`src/rtl/cache_arbiter_if.sv`:
```
// -----------------------------------------------------------------------------
// cache_arbiter_if
// Purpose : one physical-memory line-transfer channel (request strobes,
//           address, write line, returned line, completion).
// Modports:
//   master - the requester side: drives read, write, address, wdata;
//            receives rdata, resp.
//   slave  - the responder side: receives read, write, address, wdata;
//            drives rdata, resp.
// Parameters: ADDR_W address width, LINE_W cache line width.
// -----------------------------------------------------------------------------
interface cache_arbiter_if #(
  parameter int ADDR_W = 16,
  parameter int LINE_W = 128
);
  logic              read;
  logic              write;
  logic [ADDR_W-1:0] address;
  logic [LINE_W-1:0] wdata;
  logic [LINE_W-1:0] rdata;
  logic              resp;

  modport master (
    output read, write, address, wdata,
    input  rdata, resp
  );

  modport slave (
    input  read, write, address, wdata,
    output rdata, resp
  );
endinterface

```
`src/rtl/cache_arbiter.sv`:
```
// -----------------------------------------------------------------------------
// cache_arbiter
// Purpose : shares one physical-memory port between an I-cache and a D-cache.
//           A client is granted in IDLE, owns memory for the whole SERVE state,
//           and every transaction ends with a one-cycle RELEASE in which all
//           strobes are low before the next arbitration.
// Ports   :
//   clk            - single clock, rising edge
//   reset          - synchronous, active-high
//   i_pmem (slave) - I-cache request channel
//   d_pmem (slave) - D-cache request channel
//   pmem  (master) - physical-memory channel
//   conflict_count - saturating count of IDLE cycles with both clients asking
// Build option:
//   ARB_ROUND_ROBIN_EN - when defined, ties alternate using a last_grant
//                        register (first tie after reset goes to D); when
//                        undefined, ties always go to the D-cache.
// -----------------------------------------------------------------------------
module cache_arbiter #(
  parameter int ADDR_W = 16,
  parameter int LINE_W = 128
) (
  input  logic                   clk,
  input  logic                   reset,
  cache_arbiter_if.slave         i_pmem,
  cache_arbiter_if.slave         d_pmem,
  cache_arbiter_if.master        pmem,
  output logic [15:0]            conflict_count
);

  typedef enum logic [1:0] {
    IDLE    = 2'd0,
    SERVE_I = 2'd1,
    SERVE_D = 2'd2,
    RELEASE = 2'd3
  } state_t;

  state_t            state_r;
  state_t            state_s;
  logic [15:0]       conflict_count_r;
  logic              i_req_s;
  logic              d_req_s;
  logic              tie_to_d_s;
  logic [ADDR_W-1:0] addr_mux_s;
  logic [LINE_W-1:0] wdata_mux_s;

  assign i_req_s = i_pmem.read | i_pmem.write;
  assign d_req_s = d_pmem.read | d_pmem.write;

`ifdef ARB_ROUND_ROBIN_EN
  localparam logic GRANT_I = 1'b0;
  localparam logic GRANT_D = 1'b1;

  logic last_grant_r;

  // A tie goes to whichever client was not granted last time.
  assign tie_to_d_s = (last_grant_r == GRANT_I);

  // Record the client granted on every IDLE-to-SERVE transition.
  always_ff @(posedge clk) begin
    if (reset) begin
      last_grant_r <= GRANT_I;
    end else if ((state_r == IDLE) && (state_s == SERVE_I)) begin
      last_grant_r <= GRANT_I;
    end else if ((state_r == IDLE) && (state_s == SERVE_D)) begin
      last_grant_r <= GRANT_D;
    end else begin
      last_grant_r <= last_grant_r;
    end
  end
`else
  // Fixed priority: the D-cache always wins a tie.
  assign tie_to_d_s = 1'b1;
`endif

  // State register.
  always_ff @(posedge clk) begin
    if (reset) begin
      state_r <= IDLE;
    end else begin
      state_r <= state_s;
    end
  end

  // Next-state logic: the grant is fixed for the whole SERVE state.
  always_comb begin
    state_s = state_r;
    case (state_r)
      IDLE: begin
        if (i_req_s && d_req_s) begin
          state_s = tie_to_d_s ? SERVE_D : SERVE_I;
        end else if (i_req_s) begin
          state_s = SERVE_I;
        end else if (d_req_s) begin
          state_s = SERVE_D;
        end else begin
          state_s = IDLE;
        end
      end
      SERVE_I: begin
        if (pmem.resp) begin
          state_s = RELEASE;
        end else if (i_req_s) begin
          state_s = SERVE_I;
        end else begin
          state_s = IDLE;
        end
      end
      SERVE_D: begin
        if (pmem.resp) begin
          state_s = RELEASE;
        end else if (d_req_s) begin
          state_s = SERVE_D;
        end else begin
          state_s = IDLE;
        end
      end
      RELEASE: begin
        state_s = IDLE;
      end
      default: begin
        state_s = IDLE;
      end
    endcase
  end

  // Output routing: the served client is connected straight through; a
  // client raising both strobes gets a write, never a simultaneous read.
  always_comb begin
    pmem.read   = 1'b0;
    pmem.write  = 1'b0;
    addr_mux_s  = d_pmem.address;
    wdata_mux_s = d_pmem.wdata;
    i_pmem.resp = 1'b0;
    d_pmem.resp = 1'b0;
    case (state_r)
      SERVE_I: begin
        pmem.read   = i_pmem.read & ~i_pmem.write;
        pmem.write  = i_pmem.write;
        addr_mux_s  = i_pmem.address;
        wdata_mux_s = i_pmem.wdata;
        i_pmem.resp = pmem.resp;
      end
      SERVE_D: begin
        pmem.read   = d_pmem.read & ~d_pmem.write;
        pmem.write  = d_pmem.write;
        addr_mux_s  = d_pmem.address;
        wdata_mux_s = d_pmem.wdata;
        d_pmem.resp = pmem.resp;
      end
      default: begin
        pmem.read   = 1'b0;
        pmem.write  = 1'b0;
      end
    endcase
  end

  assign pmem.address = addr_mux_s;
  assign pmem.wdata   = wdata_mux_s;

  // Returned line goes to both caches; only the resp strobe is steered.
  assign i_pmem.rdata = pmem.rdata;
  assign d_pmem.rdata = pmem.rdata;

  // Count IDLE cycles in which both clients request, saturating at all-ones.
  always_ff @(posedge clk) begin
    if (reset) begin
      conflict_count_r <= 16'h0000;
    end else if ((state_r == IDLE) && i_req_s && d_req_s &&
                 (conflict_count_r != 16'hFFFF)) begin
      conflict_count_r <= conflict_count_r + 16'h0001;
    end else begin
      conflict_count_r <= conflict_count_r;
    end
  end

  assign conflict_count = conflict_count_r;

endmodule

```
`src/flat_wrapper.sv`:
```
// flat-port wrapper written by rule: the top's interface ports become plain ports
module cache_arbiter_flat 
#(
  parameter int ADDR_W = 16,
  parameter int LINE_W = 128
)
  (clk, reset, conflict_count, i_pmem_read, i_pmem_write, i_pmem_address, i_pmem_wdata, i_pmem_rdata, i_pmem_resp, d_pmem_read, d_pmem_write, d_pmem_address, d_pmem_wdata, d_pmem_rdata, d_pmem_resp, pmem_read, pmem_write, pmem_address, pmem_wdata, pmem_rdata, pmem_resp);
  cache_arbiter_if #(.ADDR_W(ADDR_W), .LINE_W(LINE_W)) i_pmem_i ();
  cache_arbiter_if #(.ADDR_W(ADDR_W), .LINE_W(LINE_W)) d_pmem_i ();
  cache_arbiter_if #(.ADDR_W(ADDR_W), .LINE_W(LINE_W)) pmem_i ();
  input  logic clk;
  input  logic reset;
  output logic [15:0] conflict_count;
  input wire logic [$bits(i_pmem_i.read)-1:0] i_pmem_read;
  input wire logic [$bits(i_pmem_i.write)-1:0] i_pmem_write;
  input wire logic [$bits(i_pmem_i.address)-1:0] i_pmem_address;
  input wire logic [$bits(i_pmem_i.wdata)-1:0] i_pmem_wdata;
  output wire logic [$bits(i_pmem_i.rdata)-1:0] i_pmem_rdata;
  output wire logic [$bits(i_pmem_i.resp)-1:0] i_pmem_resp;
  input wire logic [$bits(d_pmem_i.read)-1:0] d_pmem_read;
  input wire logic [$bits(d_pmem_i.write)-1:0] d_pmem_write;
  input wire logic [$bits(d_pmem_i.address)-1:0] d_pmem_address;
  input wire logic [$bits(d_pmem_i.wdata)-1:0] d_pmem_wdata;
  output wire logic [$bits(d_pmem_i.rdata)-1:0] d_pmem_rdata;
  output wire logic [$bits(d_pmem_i.resp)-1:0] d_pmem_resp;
  output wire logic [$bits(pmem_i.read)-1:0] pmem_read;
  output wire logic [$bits(pmem_i.write)-1:0] pmem_write;
  output wire logic [$bits(pmem_i.address)-1:0] pmem_address;
  output wire logic [$bits(pmem_i.wdata)-1:0] pmem_wdata;
  input wire logic [$bits(pmem_i.rdata)-1:0] pmem_rdata;
  input wire logic [$bits(pmem_i.resp)-1:0] pmem_resp;
  assign i_pmem_i.read = i_pmem_read;
  assign i_pmem_i.write = i_pmem_write;
  assign i_pmem_i.address = i_pmem_address;
  assign i_pmem_i.wdata = i_pmem_wdata;
  assign i_pmem_rdata = i_pmem_i.rdata;
  assign i_pmem_resp = i_pmem_i.resp;
  assign d_pmem_i.read = d_pmem_read;
  assign d_pmem_i.write = d_pmem_write;
  assign d_pmem_i.address = d_pmem_address;
  assign d_pmem_i.wdata = d_pmem_wdata;
  assign d_pmem_rdata = d_pmem_i.rdata;
  assign d_pmem_resp = d_pmem_i.resp;
  assign pmem_read = pmem_i.read;
  assign pmem_write = pmem_i.write;
  assign pmem_address = pmem_i.address;
  assign pmem_wdata = pmem_i.wdata;
  assign pmem_i.rdata = pmem_rdata;
  assign pmem_i.resp = pmem_resp;
  cache_arbiter #(.ADDR_W(ADDR_W), .LINE_W(LINE_W)) u_core (.clk(clk), .reset(reset), .i_pmem(i_pmem_i), .d_pmem(d_pmem_i), .pmem(pmem_i), .conflict_count(conflict_count));
endmodule
```
`config.mk`:
```
export PLATFORM = sky130hd
export DESIGN_NAME = cache_arbiter_flat
export DESIGN_NICKNAME = d
export VERILOG_FILES = /design/src/rtl/cache_arbiter_if.sv /design/src/rtl/cache_arbiter.sv /design/src/flat_wrapper.sv
export SDC_FILE = /design/constraint.sdc
export NUM_CORES = 1
export LEC_CHECK = 0
export CORE_AREA = 2 2 324 326
export CTS_BUF_LIST = sky130_fd_sc_hd__clkbuf_16
export CTS_CLUSTER_SIZE = 28
export DETAILED_ROUTE_END_ITERATION = 8
export DIE_AREA = 0 0 326 328
export PLACE_DENSITY = 0.3
export SLEW_MARGIN = 20
export SYNTH_ARGS = -nofsm -noshare
export SYNTH_HDL_FRONTEND = slang
export SYNTH_SLANG_ARGS = --single-unit
```
`constraint.sdc`:
```
create_clock -name clk -period 2.6 [get_ports clk]
set_input_delay 0.52 -clock clk [delete_from_list [all_inputs] [get_ports clk]]
set_output_delay 0.52 -clock clk [all_outputs]
set_load 0.01 [all_outputs]
```
==> Yosys cells after proc, flatten, opt, wreduce, memory -nomap -nowiden <==
Index checks and enable logic that the tools add are counted.
{ "totals": {"register_bits": 18, "word_cells": 31} }
{ "classes": {"addsub": 1, "eq_ne": 4, "muxes": 13, "n_bitwise": 6, "reduce_logical": 5} }
{ "op_table": {"columns": ["op", "count"], "rows": [
  ["$mux W128", 1],
  ["$add A16 B1 Y16 const B", 1],
  ["$mux W16", 1],
  ["$ne A16 B16 Y1 const B", 1],
  ["$mux W2", 5],
  ["$pmux W2 S4", 1],
  ["$eq A2 B2 Y1 const B", 2],
  ["$logic_and A1 B1 Y1", 4],
  ["$pmux W1 S2", 2],
  ["$mux W1", 3],
  ["$and A1 B1 Y1", 2],
  ["$eq A2 B1 Y1 const B", 1],
  ["$logic_not A2 Y1", 1],
  ["$not A1 Y1", 2],
  ["$or A1 B1 Y1", 2]
]} }

==> Longest topological paths before layout <==
Gate-level depths: netlist of the first run.
{ "logic_depth": {"depth_word": 5, "depth_mapped": 7} }

==> Worst setup path after synthesis of the first run <==
OpenSTA, ideal clock, no wires.
{ "synth_path": {"kind": "reg-to-output", "start": "reg u_core.state_r[1]", "end": "out pmem_wdata[107]", "arrival_time_ps": 1603, "required_time_ps": 2080, "setup_slack_ps": 477, "stages_incl_launch_ff": 6, "cell_sequence": "dfxtp_1 -> inv_1 -> ha_1 -> clkbuf_1 -> buf_1 -> mux2_2"} }
{ "synth_between": {"elab_chain_cells": 2} }
{ "synth_lines": {"columns": ["element", "line_no", "source"], "rows": [
  ["from (decl)", "cache_arbiter.sv:38", "state_t state_r;"],
  ["from (signal assigned)", "cache_arbiter.sv:81", "state_r <= state_s;"],
  ["$eq A2 B1 Y1", "cache_arbiter.sv:136", "case (state_r)"],
  ["$mux W128", "cache_arbiter.sv:136", null],
  ["to (decl)", "flat_wrapper.sv:29", "output wire logic [$bits(pmem_i.wdata)-1:0] pmem_wdata;"]
]} }
No other way between the ends.

==> Final worst setup path of the first run <==
{ "layout_path": {"start": "reg u_core.state_r[1]", "end": "out pmem_read"} }
{ "layout_between": {"elab_chain_cells": 2, "elab_cells_between_ends": 3} }
{ "layout_lines": {"columns": ["element", "line_no", "source"], "rows": [
  ["$eq A2 B2 Y1 or $eq A2 B1 Y1 (tied branches)", "cache_arbiter.sv:136", null],
  ["$pmux W1 S2 *", "cache_arbiter.sv:136", null],
  ["to (decl)", "flat_wrapper.sv:26", "output wire logic [$bits(pmem_i.read)-1:0] pmem_read;"]
]} }
Every way passes the cells marked *; elsewhere a longest branch is shown, timed or not.

==> run metrics, run 1 <==
Synth cell types=33; clk sinks=18; post-route clock period utilization=97.6%; endpoints failing hold=0; Worst Hold Path Cells=2; clk_lat worst skew=between 0.2 and 0.3 ns; non-filler cells, final=2142; Final setup viols=0; multiplexer share of the synthesized area=35.4%; number of fill cells=between 10000 and 15000; Hold EP=u_core.conflict_count[7]; Synth Area in Compound Gates=5.30%; VDD IR max=0.189 mV; r2r setup slk=around 0.54 ns; Final ANT Viol Nets=0; area delta synth->final=104%; mapped cell area=roughly 4700 um^2; DRC Markers=0; share of layout cells above drive strength 1=approximately a third; Hold Buf Count CTS=0; GRT overflow=0; initial antenna violation count=18; via count=a little under 5000; syn nets=a little under 1000; WS Path Type=flop to primary output; Hold WS=between 0.5 and 0.6 ns; RSZ-0062 raised after global routing=yes; number of global-route vias before repair=around 5300; status=finished clean; Post-Syn Area per Cell=8.63 um^2; global-route usage over all layers=roughly 9.3%; clock buffer depth=2; Placeable Area=103000 um^2; worst-path fanout max=19; die height=approximately 330 um; first-pass GRT wire length=63300 um; Worst-Margin Slew=between 0.5 and 0.6 ns; Synth Area in Adders=roughly 1.6%; CP Capture Type=primary output; Worst setup SP type=flop; Mapped Cells=~540; sequential area share after synthesis=about 7.7%; H-tree depth=1; starting density of the core=approximately 4.5%; largest net degree at the start of global routing=20; minimum clock period=2.54 ns; DPL Wire Length=~48000 um; leakage=~3.1 nW; critical path arrival=~2.0 ns; routability cong.=a little over 0.8; multi-input logic area=2310 um^2; Post-Synth XOR/XNOR Area=0%; FF+latch area=around 360 um^2; final clock skew=about 0.0032 ns; placed cell count=~2100; Final Max Slew Viols=0; Synth warnings=0; drt pass-1 iters=4; DR WL/cell=24.5 um; routed vias/inst=~2.3; max cap viols=0; Worst-path clk slew=around 0.05 ns; worst r2r src=u_core.state_r[1]; final setup TNS=0 ns; maximum clock rate=394 MHz; P per Cell Area=a little over 300 nW/um^2; CTS tree=yes; clock buffer count from CTS=3; worst r2r dst=u_core.conflict_count[15]; die area=107000 um^2; Post-Route WL=52400 um; Hold Crit Class=flop to flop; WP data required=between 2 and 2.5 ns; cells on worst reg2reg path=7; synthesis-stage register bit count=18; nets=1188; Port Buffers=458; DP Area=around 9000 um^2; Total Power=2.86 mW; root buf cell=clkbuf_16; post-synthesis simple-gate area fraction=6.56%; I/O pins=~840; hold path start=u_core.conflict_count[7]; die width=approximately 330 um; row cnt=about 120; largest family of logic cells by synthesized area=buffers and inverters; Starting DRT DRC Count=about 160; cell area after layout=roughly 9500 um^2; Rel. slew slack=approximately three fifths
==> worst max path at each step <==
stage,slack [ns],to,start
2_1_floorplan,0.48,pmem_wdata[107],u_core.state_r[1]
3_5_place_dp,0.02,pmem_address[11],u_core.state_r[1]
3_3_place_gp,0.03,pmem_read,i_pmem_read
5_1_grt,-0.03,pmem_read,u_core.state_r[1]
6_report,0.06,pmem_read,u_core.state_r[1]
4_1_cts,-0.06,pmem_read,u_core.state_r[1]
==> final cells by class <==
type / instances / share of cell area, %
tap: 1380 / 18.2
inverter: 3 / 0.119
antenna: 4 / 0.106
clock inverter: 1 / 0.0396
sequential: 18 / 3.82
multi-input combinational: 241 / 24.4
clock buffer: 3 / 0.793
timing repair buffer: 492 / 52.5
==> cells by family after synthesis <==
| group | Yosys count |
|---|---|
| compound gates | 39 |
| buf+inv | 280 |
| fa+ha+maj | 6 |
| flops | 18 |
| simple gates | 50 |
| mux | 146 |
==> synth_stat cells, drive strengths merged <==
master,instances,area [um^2]
a211oi,2,15.0
a21oi,15,75.1
a22oi,1,7.51
and2,3,18.8
and3,1,6.26
and4,2,17.5
buf,260,1940
clkbuf,17,63.8
dfxtp,18,360
ha,6,75.1
inv,3,11.3
mux2,146,1640
nand2,8,30.0
nand3,4,20.0
nand3b,1,7.51
nand4,6,37.5
nor2,4,15.0
nor2b,5,31.3
nor3,1,5.00
nor4,1,12.5
nor4b,1,8.76
o211ai,1,7.51
o21ai,8,40.0
o221a,1,11.3
o221ai,1,15.0
o22ai,2,12.5
o311a,1,10.0
o31ai,7,52.6
or3,6,42.5
or4,7,52.6
==> critical path, cell delays in order, from the launching register on <==
cell and delay, ns:
dfxtp_1 0.32, inv_2 0.10, ha_4 0.24, buf_8 0.21
nand2_1 0.07, o22ai_1 0.15, and2_1 0.15, clkdlybuf4s50_1 0.53
==> placed cells by master, fill, tap and decap left out, types with 3 or more instances in the layout <==
master	synthesis	routed
dfxtp_1	18	17
clkdlybuf4s50_1	0	329
or4_1	7	7
buf_6	1	10
mux2_2	146	139
clkbuf_2	0	7
o31ai_1	7	7
nand4_1	6	6
nand2_1	8	8
ha_1	6	5
buf_2	0	7
diode_2	0	4
clkdlybuf4s15_1	0	5
buf_16	0	6
dlygate4sd2_1	0	49
buf_12	0	14
or3_1	5	5
mux2_4	0	7
and2_1	3	3
clkbuf_16	0	4
buf_4	256	60
nand3_1	4	4
o21ai_0	8	8
nor2b_1	5	5
nor2_1	4	4
a21oi_1	15	15
==> power by group <==
group	internal (mW)	leakage (nW)	switching [mW]
logic	1.21	2.93	1.04
clock network	0.205	0.0386	0.112
registers	0.285	0.146	0.0103
==> registers in the layout (all words and copies together) (netlist names) <==
name	flops
u_core.conflict_count	16
u_core.state_r	2
==> repair_timing <==
item                                    in CTS  in global routing
gates cloned                                 6                  1
endpoints found under the setup margin      85                 55
gates resized for setup                    123                 26
setup buffers                                8                  3
==> per-layer routing <==
layer  part of all wire [%]  global-route usage (%)  vias up  wire (um)
met3                     19                    7.90       53       9970
li1                       -                       -     2050          -
met2                     42                    14.0      568      22200
met4                   0.65                   0.461       26        341
met1                     38                    10.2     2163      19700
met5                   0.40                   0.355        -        207
==> through the flow <==
step | utilization (%) | setup WS (ns)
floorplan | - | 0.477
global placement | 8.78 | 0.0346
detailed placement | 8.78 | 0.0247
CTS | 9.12 | -0.0554
global route | 9.17 | -0.0285
finish | 9.18 | 0.0635
(Power assumes the default switching activity.)
==> run 2: changes to the inputs <==
--- a/config.mk
+++ b/config.mk
@@ -11,6 +11,8 @@
 export DETAILED_ROUTE_END_ITERATION = 8
 export DIE_AREA = 0 0 326 328
 export PLACE_DENSITY = 0.3
+export REMOVE_ABC_BUFFERS = 1
+export SETUP_SLACK_MARGIN = 0.1
 export SLEW_MARGIN = 20
 export SYNTH_ARGS = -nofsm -noshare
 export SYNTH_HDL_FRONTEND = slang
==> run 2 against run 1 <==
  * Global-route usage is 7.9 points higher
  * Flip-flop and latch count stayed put
  * Cell count is 0.19% lower
  * Utilization hardly changed
  * Maximum frequency is 1.2% higher
  * Worst setup slack better by 0.030 ns
  * Critical path depth is 1 lower
  * Die area stayed put
  * Combinational power hardly changed
==> run metrics, run 2 (synthesis results as in run 1) <==
I/O pins=around 840; DPL Wire Length=approximately 86000 um; clock buffer count from CTS=3; share of layout cells above drive strength 1=34.7%; drt pass-1 iters=4; max reg flops=16; via count=~5500; Final ANT Viol Nets=0; Hold Crit Class=flop to flop; DR WL/cell=approximately 45 um; number of global-route vias before repair=roughly 5500; Rel. slew slack=between 60% and 70%; P per Cell Area=roughly 310 nW/um^2; max cap viols=0; Placeable Area=between 100000 and 150000 um^2; routed vias/inst=2.58; Post-Route WL=between 90000 and 100000 um; VDD IR max=0.197 mV; worst-path fanout max=10; die height=between 300 and 400 um; pre-CTS setup slack=0.0424 ns; number of fill cells=about 12000; minimum clock period=roughly 2.5 ns; leakage=3.17 nW; endpoints failing hold=0; CTS tree=yes; most frequent cells in the layout=clkdlybuf4s50_1 (313), mux2_2 (135), buf_4 (70), dlygate4sd2_1 (61), dfxtp_1 (17); area delta synth->final=103%; clock buffer depth=2; die width=326 um; first-pass GRT wire length=110000 um; DRC Markers=0; Port Buffers=approximately 460; Starting DRT DRC Count=234; nets=about 1200; clk_lat worst skew=0.25 ns; non-filler cells, final=approximately 2100; Final setup viols=0; RSZ-0062 raised after global routing=yes; critical path arrival=between 1.5 and 2 ns; global-route usage over all layers=approximately 17%; routability cong.=about 0.8; Worst-path clk slew=roughly 0.06 ns; status=finished clean; WS Path Type=flop to primary output; die area=around 110000 um^2; largest net degree at the start of global routing=30; Setup WS post-layout=approximately 0.093 ns; Hold Buf Count CTS=0; post-route clock period utilization=96.4%; CP Capture Type=primary output; initial antenna violation count=30; Worst-Margin Slew=roughly 0.58 ns; row cnt=118; Final Max Slew Viols=0; clk sinks=18; starting density of the core=4.51%; maximum clock rate=between 300 and 400 MHz; placed cell count=2113; most common cell after layout, fill and taps aside=clkdlybuf4s50_1; final setup TNS=0 ns; root buf cell=clkbuf_16; Worst setup SP type=flop; H-tree depth=1; final clock skew=0.00611 ns; GRT overflow=0; WP data required=roughly 2.1 ns
==> run 2: changes by cell type in the layout (fill, tap and decap cells not counted), moves of 5 or more <==
cell / delta
clkdlybuf4s50_1: -16
dlygate4sd2_1: +12
buf_4: +10
dlymetal6s2s_1: +7
clkbuf_2: -5
==> run 2: what timing repair did <==
action                                  4_1_cts  5_1_grt
gates resized for setup                     100       19
setup buffers                                 2       10
pin swaps                                     1        0
endpoints found under the setup margin      123       78
cloned                                        2        3
==> run 2: worst paths after layout <==
path / startpoint / end / slack, ns / depth (start not counted)
worst min register to register: u_core.conflict_count[14] / u_core.conflict_count[14] / 0.53 / 2
worst max-delay path: u_core.state_r[1] / pmem_wdata[83] / 0.09 / 6
worst min-delay path: u_core.conflict_count[14] / u_core.conflict_count[14] / 0.53 / 2
worst max register to register: u_core.state_r[1] / u_core.conflict_count[15] / 0.42 / 8
==> run 2: through the flow <==
stage          power, mW  hold slack [ns]  cell area [um^2]  utilization, %
2_1_floorplan      0.941            0.510              2640               -
3_3_place_gp        2.61            0.521              9060            8.78
3_5_place_dp        2.60            0.522              9060            8.78
4_1_cts             2.94            0.533              9220            8.93
5_1_grt             3.10            0.573              9420            9.12
6_report            2.90            0.532              9430            9.13
==> run 2: metal layers <==
| metal | track usage [%] | vias to the layer above | wire [um] |
|---|---|---|---|
| met5 | 7.54 | - | 1350 |
| met4 | 1.89 | 62 | 1210 |
| met3 | 21.1 | 93 | 24100 |
| met2 | 19.8 | 891 | 31600 |
| met1 | 19.1 | 2434 | 37900 |
| li1 | - | 2045 | - |
==> run 2: report_power, final <==
group	internal, mW	switching, mW	leakage [nW]
Sequential	0.285	0.0104	0.146
Clock	0.205	0.119	0.0386
Combinational	1.18	1.10	2.99
Total	1.67	1.23	3.17
==> run 2: worst max-delay path, stage by stage (launching register included) <==
cell and delay (ns):
dfxtp_1 0.32, inv_2 0.08, ha_4 0.14, buf_12 0.16
buf_12 0.17, mux2_2 0.34, clkdlybuf4s50_1 0.49
==> run 2: final cells by class <==
cell class	instances	area, um^2	area share (%)
antenna	4	10.0	0.106
clock buffer	3	75.1	0.796
clock inverter	1	3.75	0.0398
inverter	3	11.3	0.119
multi-input combinational	241	2320	24.7
sequential	18	362	3.84
tap	1380	1730	18.3
timing repair buffer	488	4910	52.1
